<file path="src/rtl/rf_mp.sv">
// Multi-port register file: one write port, N_RD registered read ports,
// optional write-to-read forwarding, optional hard-wired zero entry, and a sequential clear.
module rf_mp #(
  parameter int unsigned BW       = 8,
  parameter int unsigned DEPTH    = 256,
  parameter int unsigned N_RD     = 2,
  parameter int unsigned BYPASS   = 1,
  parameter int unsigned ZERO_REG = 0,
  localparam int unsigned AW      = $clog2(DEPTH)
) (
  input  logic                   clk,
  input  logic                   rst_n,
  input  logic                   chip_en,
  input  logic                   write_en_n,
  input  logic [AW-1:0]          write_addr,
  input  logic signed [BW-1:0]   data_in,
  input  logic [N_RD-1:0]        rd_en,
  input  logic [N_RD*AW-1:0]     read_addr,
  output logic [N_RD*BW-1:0]     data_out,
  output logic [N_RD-1:0]        data_valid,
  input  logic                   init_req,
  output logic                   init_busy
);

  typedef enum logic {
    ST_INIT = 1'b0,
    ST_IDLE = 1'b1
  } state_t;

  state_t              state_q, state_d;
  logic [AW-1:0]       cnt_q, cnt_d;
  logic [BW-1:0]       mem_q [DEPTH];
  logic                mem_we;
  logic [AW-1:0]       mem_waddr;
  logic [BW-1:0]       mem_wdata;
  logic                user_wr;
  logic [N_RD*BW-1:0]  data_out_q, data_out_d;
  logic [N_RD-1:0]     data_valid_q, data_valid_d;
  logic                init_busy_q, init_busy_d;

  // Next state, clear sequencing, user write qualification and read muxing.
  always_comb begin
    state_d      = state_q;
    cnt_d        = cnt_q;
    mem_we       = 1'b0;
    mem_waddr    = write_addr;
    mem_wdata    = data_in;
    data_out_d   = data_out_q;
    data_valid_d = '0;
    user_wr      = chip_en && !write_en_n &&
                   !((ZERO_REG != 0) && (write_addr == '0));
    case (state_q)
      ST_INIT: begin
        mem_we    = 1'b1;
        mem_waddr = cnt_q;
        mem_wdata = '0;
        cnt_d     = cnt_q + AW'(1);
        if (cnt_q == AW'(DEPTH - 1)) state_d = ST_IDLE;
      end
      ST_IDLE: begin
        mem_we = user_wr;
        for (int i = 0; i < int'(N_RD); i++) begin
          if (chip_en && rd_en[i]) begin
            data_valid_d[i] = 1'b1;
            // Zero entry wins over forwarding; forwarding wins over stored contents.
            if ((ZERO_REG != 0) && (read_addr[i*AW +: AW] == '0))
              data_out_d[i*BW +: BW] = '0;
            else if ((BYPASS != 0) && user_wr && (read_addr[i*AW +: AW] == write_addr))
              data_out_d[i*BW +: BW] = data_in;
            else
              data_out_d[i*BW +: BW] = mem_q[read_addr[i*AW +: AW]];
          end
        end
        if (init_req) begin
          state_d = ST_INIT;
          cnt_d   = '0;
        end
      end
      default: begin
        state_d = ST_INIT;
        cnt_d   = '0;
      end
    endcase
    init_busy_d = (state_d == ST_INIT);
  end

  always_ff @(posedge clk) begin
    if (!rst_n) begin
      state_q      <= ST_INIT;
      cnt_q        <= '0;
      data_out_q   <= '0;
      data_valid_q <= '0;
      init_busy_q  <= 1'b1;
    end else begin
      state_q      <= state_d;
      cnt_q        <= cnt_d;
      data_out_q   <= data_out_d;
      data_valid_q <= data_valid_d;
      init_busy_q  <= init_busy_d;
    end
  end

  // Storage is not reset; it only becomes zero through the clear sequence.
  always_ff @(posedge clk) begin
    if (rst_n && mem_we) mem_q[mem_waddr] <= mem_wdata;
  end

  assign data_out   = data_out_q;
  assign data_valid = data_valid_q;
  assign init_busy  = init_busy_q;

endmodule
</file>
<file path="config.mk">
export PLATFORM = sky130hd
export DESIGN_NAME = rf_mp
export DESIGN_NICKNAME = d
export VERILOG_FILES = /design/src/rtl/rf_mp.sv
export SDC_FILE = /design/constraint.sdc
export NUM_CORES = 2
export LEC_CHECK = 0
export BUFFER_PORTS_ARGS = -buffer_cell sky130_fd_sc_hd__buf_2
export CAP_MARGIN = 20
export CORE_UTILIZATION = 34
export CTS_BUF_LIST = sky130_fd_sc_hd__clkbuf_2
export CTS_CLUSTER_SIZE = 24
export DETAILED_ROUTE_END_ITERATION = 10
export PLACE_DENSITY = 0.52
export SLEW_MARGIN = 40
export SYNTH_ARGS = -nofsm -noshare
export SYNTH_HDL_FRONTEND = slang
export SYNTH_SLANG_ARGS = --single-unit
</file>
<file path="constraint.sdc">
create_clock -name clk -period 5.6 [get_ports clk]
set_input_delay 0.28 -clock clk [delete_from_list [all_inputs] [get_ports clk]]
set_output_delay 0.28 -clock clk [all_outputs]
set_load 0.01 [all_outputs]
</file>
* After elaboration in Yosys (flattened, before gate mapping)
Memory sizes are Yosys's and may differ from the RTL's. A register that Yosys moved wholly into a read port is not among the register bits.
Cells that the tools add are included.
** Operators by class
- Add/sub/neg operators :: 1
- Multipliers :: 0
- Div/mod/pow operators :: 0
- Magnitude comparators :: 0
- Equal/unequal tests :: 2
- Shift-type cells :: 0
- Mux-type cells :: 12
- Bitwise logic cells :: 2
- Reduce and logical (&&, ||, !) cells :: 10
** Operators with widths (count)
- $mux W8 :: 3
- $pmux W8 S2 :: 1
- $add A8 B1 Y8 const B :: 1
- $eq A8 B8 Y1 const B :: 1
- $mux W1 :: 6
- $reduce_and A2 Y1 :: 3
- $logic_and A1 B1 Y1 :: 4
- $pmux W1 S2 :: 2
- $logic_not A1 Y1 :: 3
- $ne A2 B2 Y1 const B :: 1
- $not A1 Y1 :: 2
** Word-level totals
- Register bits :: 12
- Latch bits :: 0
- Memory bits (writable) :: 2048
- Memory bits (read-only) :: 0
- Output and inout port bits :: 19
- Logic and storage cells :: 32
- Memories kept :: 1
** Memory list
- mem_q :: words 256, bits a word 8, read ports 2, clocked after memory_dff 2, write ports 1, RTL line 32 : logic [BW-1:0] mem_q [DEPTH];

* Longest topological paths before layout
- Depth after elaboration :: 6
- Gate-level depth with buffers :: 13

* Worst setup path after synthesis
No wires, ideal clock.
- Path kind :: register to register
- Start :: register state_q
- End :: memory mem_q[0][0], data pin
- Library setup time :: 0.873 ns
- Arrival :: 4.121 ns
- Setup slack :: 0.607 ns
- Stages on the path, launching flop included :: 5
- Path buffers :: 3
- Clock period less this slack :: 4.993 ns
- Path through :: dfxtp_1 buf_6 buf_6 clkbuf_1 and2_1
** Between the ends
- Longest elaborated chain between the ends :: 1
** RTL lines
- start: declaration :: RTL line 30 : state_t state_q, state_d;
- start signal: assignment :: RTL line 95 : state_q <= state_d;
- $mux W8 :: RTL line 52 : case (state_q)
- named net mem_wdata[0] :: RTL line 35 : logic [BW-1:0] mem_wdata;
- end: declaration :: RTL line 32
The timed path passes the listed nets, and every way through them passes these cells.

* Worst setup path in the final report
- Start :: register state_q
- End :: register data_out_q[3], in the netlist data_out[3], read port of mem_q
** Between the ends
- Longest elaborated chain between the ends :: 1
** RTL lines
- $reduce_and A2 Y1 (no source line)
- end: declaration :: RTL line 37 : logic [N_RD*BW-1:0] data_out_q, data_out_d;
No other way between the ends.
A chain may end at the register's enable or synchronous reset.

==> key figures <==
Placed design
  – HPWL after DPL: 257,000 microns
  – Placed Cells: 9,274
  – # port buffers: 57
  – RD Place Congestion: 1.01

Clocking
  – TritonCTS Buffers: 567
  – H-tree depth: 6
  – Max Root-Sink Buffers: 4
  – Worst-path clk slew: 100 ps
  – Clk root buf: clkbuf_2
  – CTS tree: done
  – Worst-Skew Late Latency: 1950 ps
  – Clock sink count: 2,076

Worst hold path
  – Hold Path End: mem_q[82][7]
  – Hold Path Stages: 6
  – HP Start: write_en_n
  – Worst hold path class: in2reg

Pwr
  – Maximum vdd drop: 0.000155 V
  – Leakage: 31.6 nW
  – Power Density: 275 nW/um^2

Floorplanning
  – Core area: 289,000 sq um
  – IO Pins: 58
  – Initial core utilization: 34.3%
  – FP Rows: 197
  – Die extent in y: 542 microns
  – DIE AREA: 294,000 sq um
  – Die X: 542 microns

Critical path
  – Critical Path Sink Type: flop
  – CP Launch Type: flop
  – Reg2Reg Setup Slack: 120 ps
  – R2R Path End: data_out[3]
  – Crit Path Class: reg2reg
  – Worst flop-to-flop path startpoint: state_q
  – CP arrival: 7220 ps
  – R2R cell count: 11
  – Critical Path RT: 7340 ps
  – Crit-path max FO: 33

Synth
  – Largest family of logic cells by synthesized area: multiplexers
  – Post-Synth Simple-Gate Area: 3.97%
  – EDFF count, synth: 2,048
  – Cells after Synth: 5,531
  – Mapped Nets: 5,571
  – Synth cell types: 84
  – Asr flop ratio synth: 0%
  – Mux cell area share after synthesis: 25.5%
  – Compound-cell area share of the yosys netlist: 4.72%
  – Adder-cell area share of the yosys netlist: 0.0126%
  – Post-synthesis xor/xnor area fraction: 0.141%
  – Prevailing post-synth register cell: edfxtp_1
  – Leading area contributor after synthesis: edfxtp_1
  – Most frequent cell after synthesis: edfxtp_1
  – Synthesized area per cell: 17.9 sq um
  – Synth top cells by count: edfxtp_1 (2,048), mux4_2 (893), mux2i_1 (487)
  – Synth top area share: 62.0%
  – Top cells by area, synth: edfxtp_1 (62%), mux4_2 (20%), mux2i_1 (4.9%)
  – Warnings from Yosys: 0
  – Seq cells post-synth: 2,076
  – Sequential area share after synthesis: 62.6%
  – Syn Std Cell Area: 99,200 sq um

Routing
  – Routed wire length: 397,000 microns
  – WL/cell: 38.3 microns
  – DR vias: 63,900
  – Drt via density: 6.17
  – Remaining antenna violation count: 0
  – Pre-antenna DRT Iters: 6
  – Drt first-iter violations: 8,455
  – Drt drc: 0

Global route
  – Vias in the first global route: 64,100
  – Total GRT Usage: 26.6%
  – First-pass GRT wire length: 537,000 microns
  – Antenna violations before repair: 30
  – Largest net degree at the start of global routing: 152
  – Gr ovfl total: 0

STA
  – Maximum clock rate: 0.182 GHz
  – Final setup vio count: 0
  – Relative slew slack: 31.9%
  – Final Hold Viols: 0
  – Total negative slack: 0 ps
  – Worst Clk Skew: 242 ps
  – Tightest Pin Transition: 1010 ps
  – Fin crit period: 5480 ps
  – Slew Limit Fails: 0
  – Post-route clock period utilization: 97.9%
  – RSZ-0062 raised after global routing: false

Outcome
  – Outcome: completed

Finish
  – Post-Layout Cell Count: 10,400
  – P&R area growth vs syn: 11.9%
  – Total Nets Final: 6,117
  – Layout cells sized above 1: 36.9%

Job
  – Max cap viols: 0
[critical path, cell delays in order (launching register included)]
cell	delay (ps)
dfxtp_2	790
mux2i_2	680
xnor2_1	170
nor3_2	190
dlygate4sd3_1	600
nand3_1	440
dlygate4sd3_1	860
o21ai_0	240
a31oi_1	60
dlygate4sd3_1	570
a221o_1	260
dlygate4sd3_1	550
[layer usage]
layer | vias to the layer above | GRT usage (%) | part of all wire, % | routed length [microns]
met3 | 1065 | 7.02 | 10 | 40600
met5 | - | 0 | 0.030 | 120
met2 | 4118 | 40.1 | 44 | 176000
met1 | 33900 | 33.8 | 38 | 150000
met4 | 18 | 17.5 | 7.4 | 29500
li1 | 24700 | - | - | -
[power by group]
| part | leakage, nW | total (W) | internal (W) | switching (W) |
|---|---|---|---|---|
| sequential | 15.4 | 0.0168 | 0.0168 | 0.00000771 |
| combinational | 12.3 | 0.00235 | 0.000746 | 0.00160 |
| clock | 3.85 | 0.0114 | 0.00456 | 0.00681 |
| total | 31.6 | 0.0305 | 0.0221 | 0.00842 |
[cells in the final DEF, fill, tap and decap left out, types with 18 or more instances in the layout]
| cell type | count |
|---|---|
| nand3_1 | 70 |
| mux2_2 | 24 |
| clkinv_1 | 96 |
| dlygate4sd3_1 | 112 |
| dfxtp_1 | 27 |
| and2_1 | 31 |
| o221ai_1 | 108 |
| o21ai_0 | 77 |
| clkbuf_2 | 799 |
| a31oi_1 | 32 |
| buf_4 | 216 |
| a211oi_1 | 21 |
| nand2_1 | 248 |
| a21oi_1 | 147 |
| nor3_1 | 45 |
| mux2i_1 | 486 |
| a22oi_1 | 29 |
| buf_12 | 35 |
| o211ai_1 | 18 |
| edfxtp_1 | 2048 |
| o22ai_1 | 103 |
| nor2b_1 | 24 |
| mux4_2 | 893 |
| nor2_1 | 106 |
| nor2_2 | 222 |
| buf_2 | 48 |
[worst max-delay path by stage]
stage | start | endpoint | slack, ps | cells past startpoint
final | state_q | data_out[3] | 120 | 11
after global routing | state_q | data_out[3] | 70 | 11
after CTS | state_q | data_out[3] | 210 | 11
after detailed placement | state_q | mem_q[167][2] | 1380 | 4
after global placement | read_addr[9] | data_out[9] | 1120 | 9
after floorplan | state_q | mem_q[0][0] | 610 | 4
[cell families (layout without fill, tap and decap cells)]
| kind of cell | count (synthesis) | after routing |
|---|---|---|
| buffers and inverters | 468 | 1401 |
| adders and majority gates | 1 | 1 |
| muxes | 1405 | 1405 |
| xor gates and xnor gates | 16 | 16 |
| and+or+nand+nor | 880 | 880 |
| AOI/OAI and AO/OA | 685 | 685 |
| other | 0 | 11 |
| DFF | 2076 | 2076 |
[sequential cells by signal, indices dropped and copies added (netlist names)]
| register | cells |
|---|---|
| mem_q | 2048 |
| data_out | 16 |
| cnt_q | 8 |
| data_valid | 2 |
| init_busy | 1 |
| state_q | 1 |
[per-stage QoR]
step | power (W) | hold slack, ps | setup WS [ps] | util [%] | instance area (sq um)
5_1_grt | 0.0314 | 167 | 69.8 | 38.4 | 111000
2_1_floorplan | 0.0184 | 456 | 607 | - | 99200
6_report | 0.0305 | 287 | 119 | 38.4 | 111000
4_1_cts | 0.0306 | 8.24 | 208 | 38.3 | 111000
3_5_place_dp | 0.0194 | 534 | 1380 | 36.2 | 105000
3_3_place_gp | 0.0193 | 548 | 1120 | 35.9 | 104000
[what timing repair did]
action,CTS,global route
endpoints found under the hold margin,3644,0
buffers inserted,0,0
gates resized for setup,0,0
hold buffers,113,0
[area by class of cell]
class | count | area (sq um)
tap | 3880 | 4850
sequential | 2076 | 62100
timing repair buffer | 423 | 3900
antenna | 11 | 27.5
clock buffer | 799 | 4000
clock inverter | 157 | 1100
fill | 26700 | 178000
multi-input combinational | 2987 | 34900
inverter | 22 | 169
(Power assumes the default switching activity.)
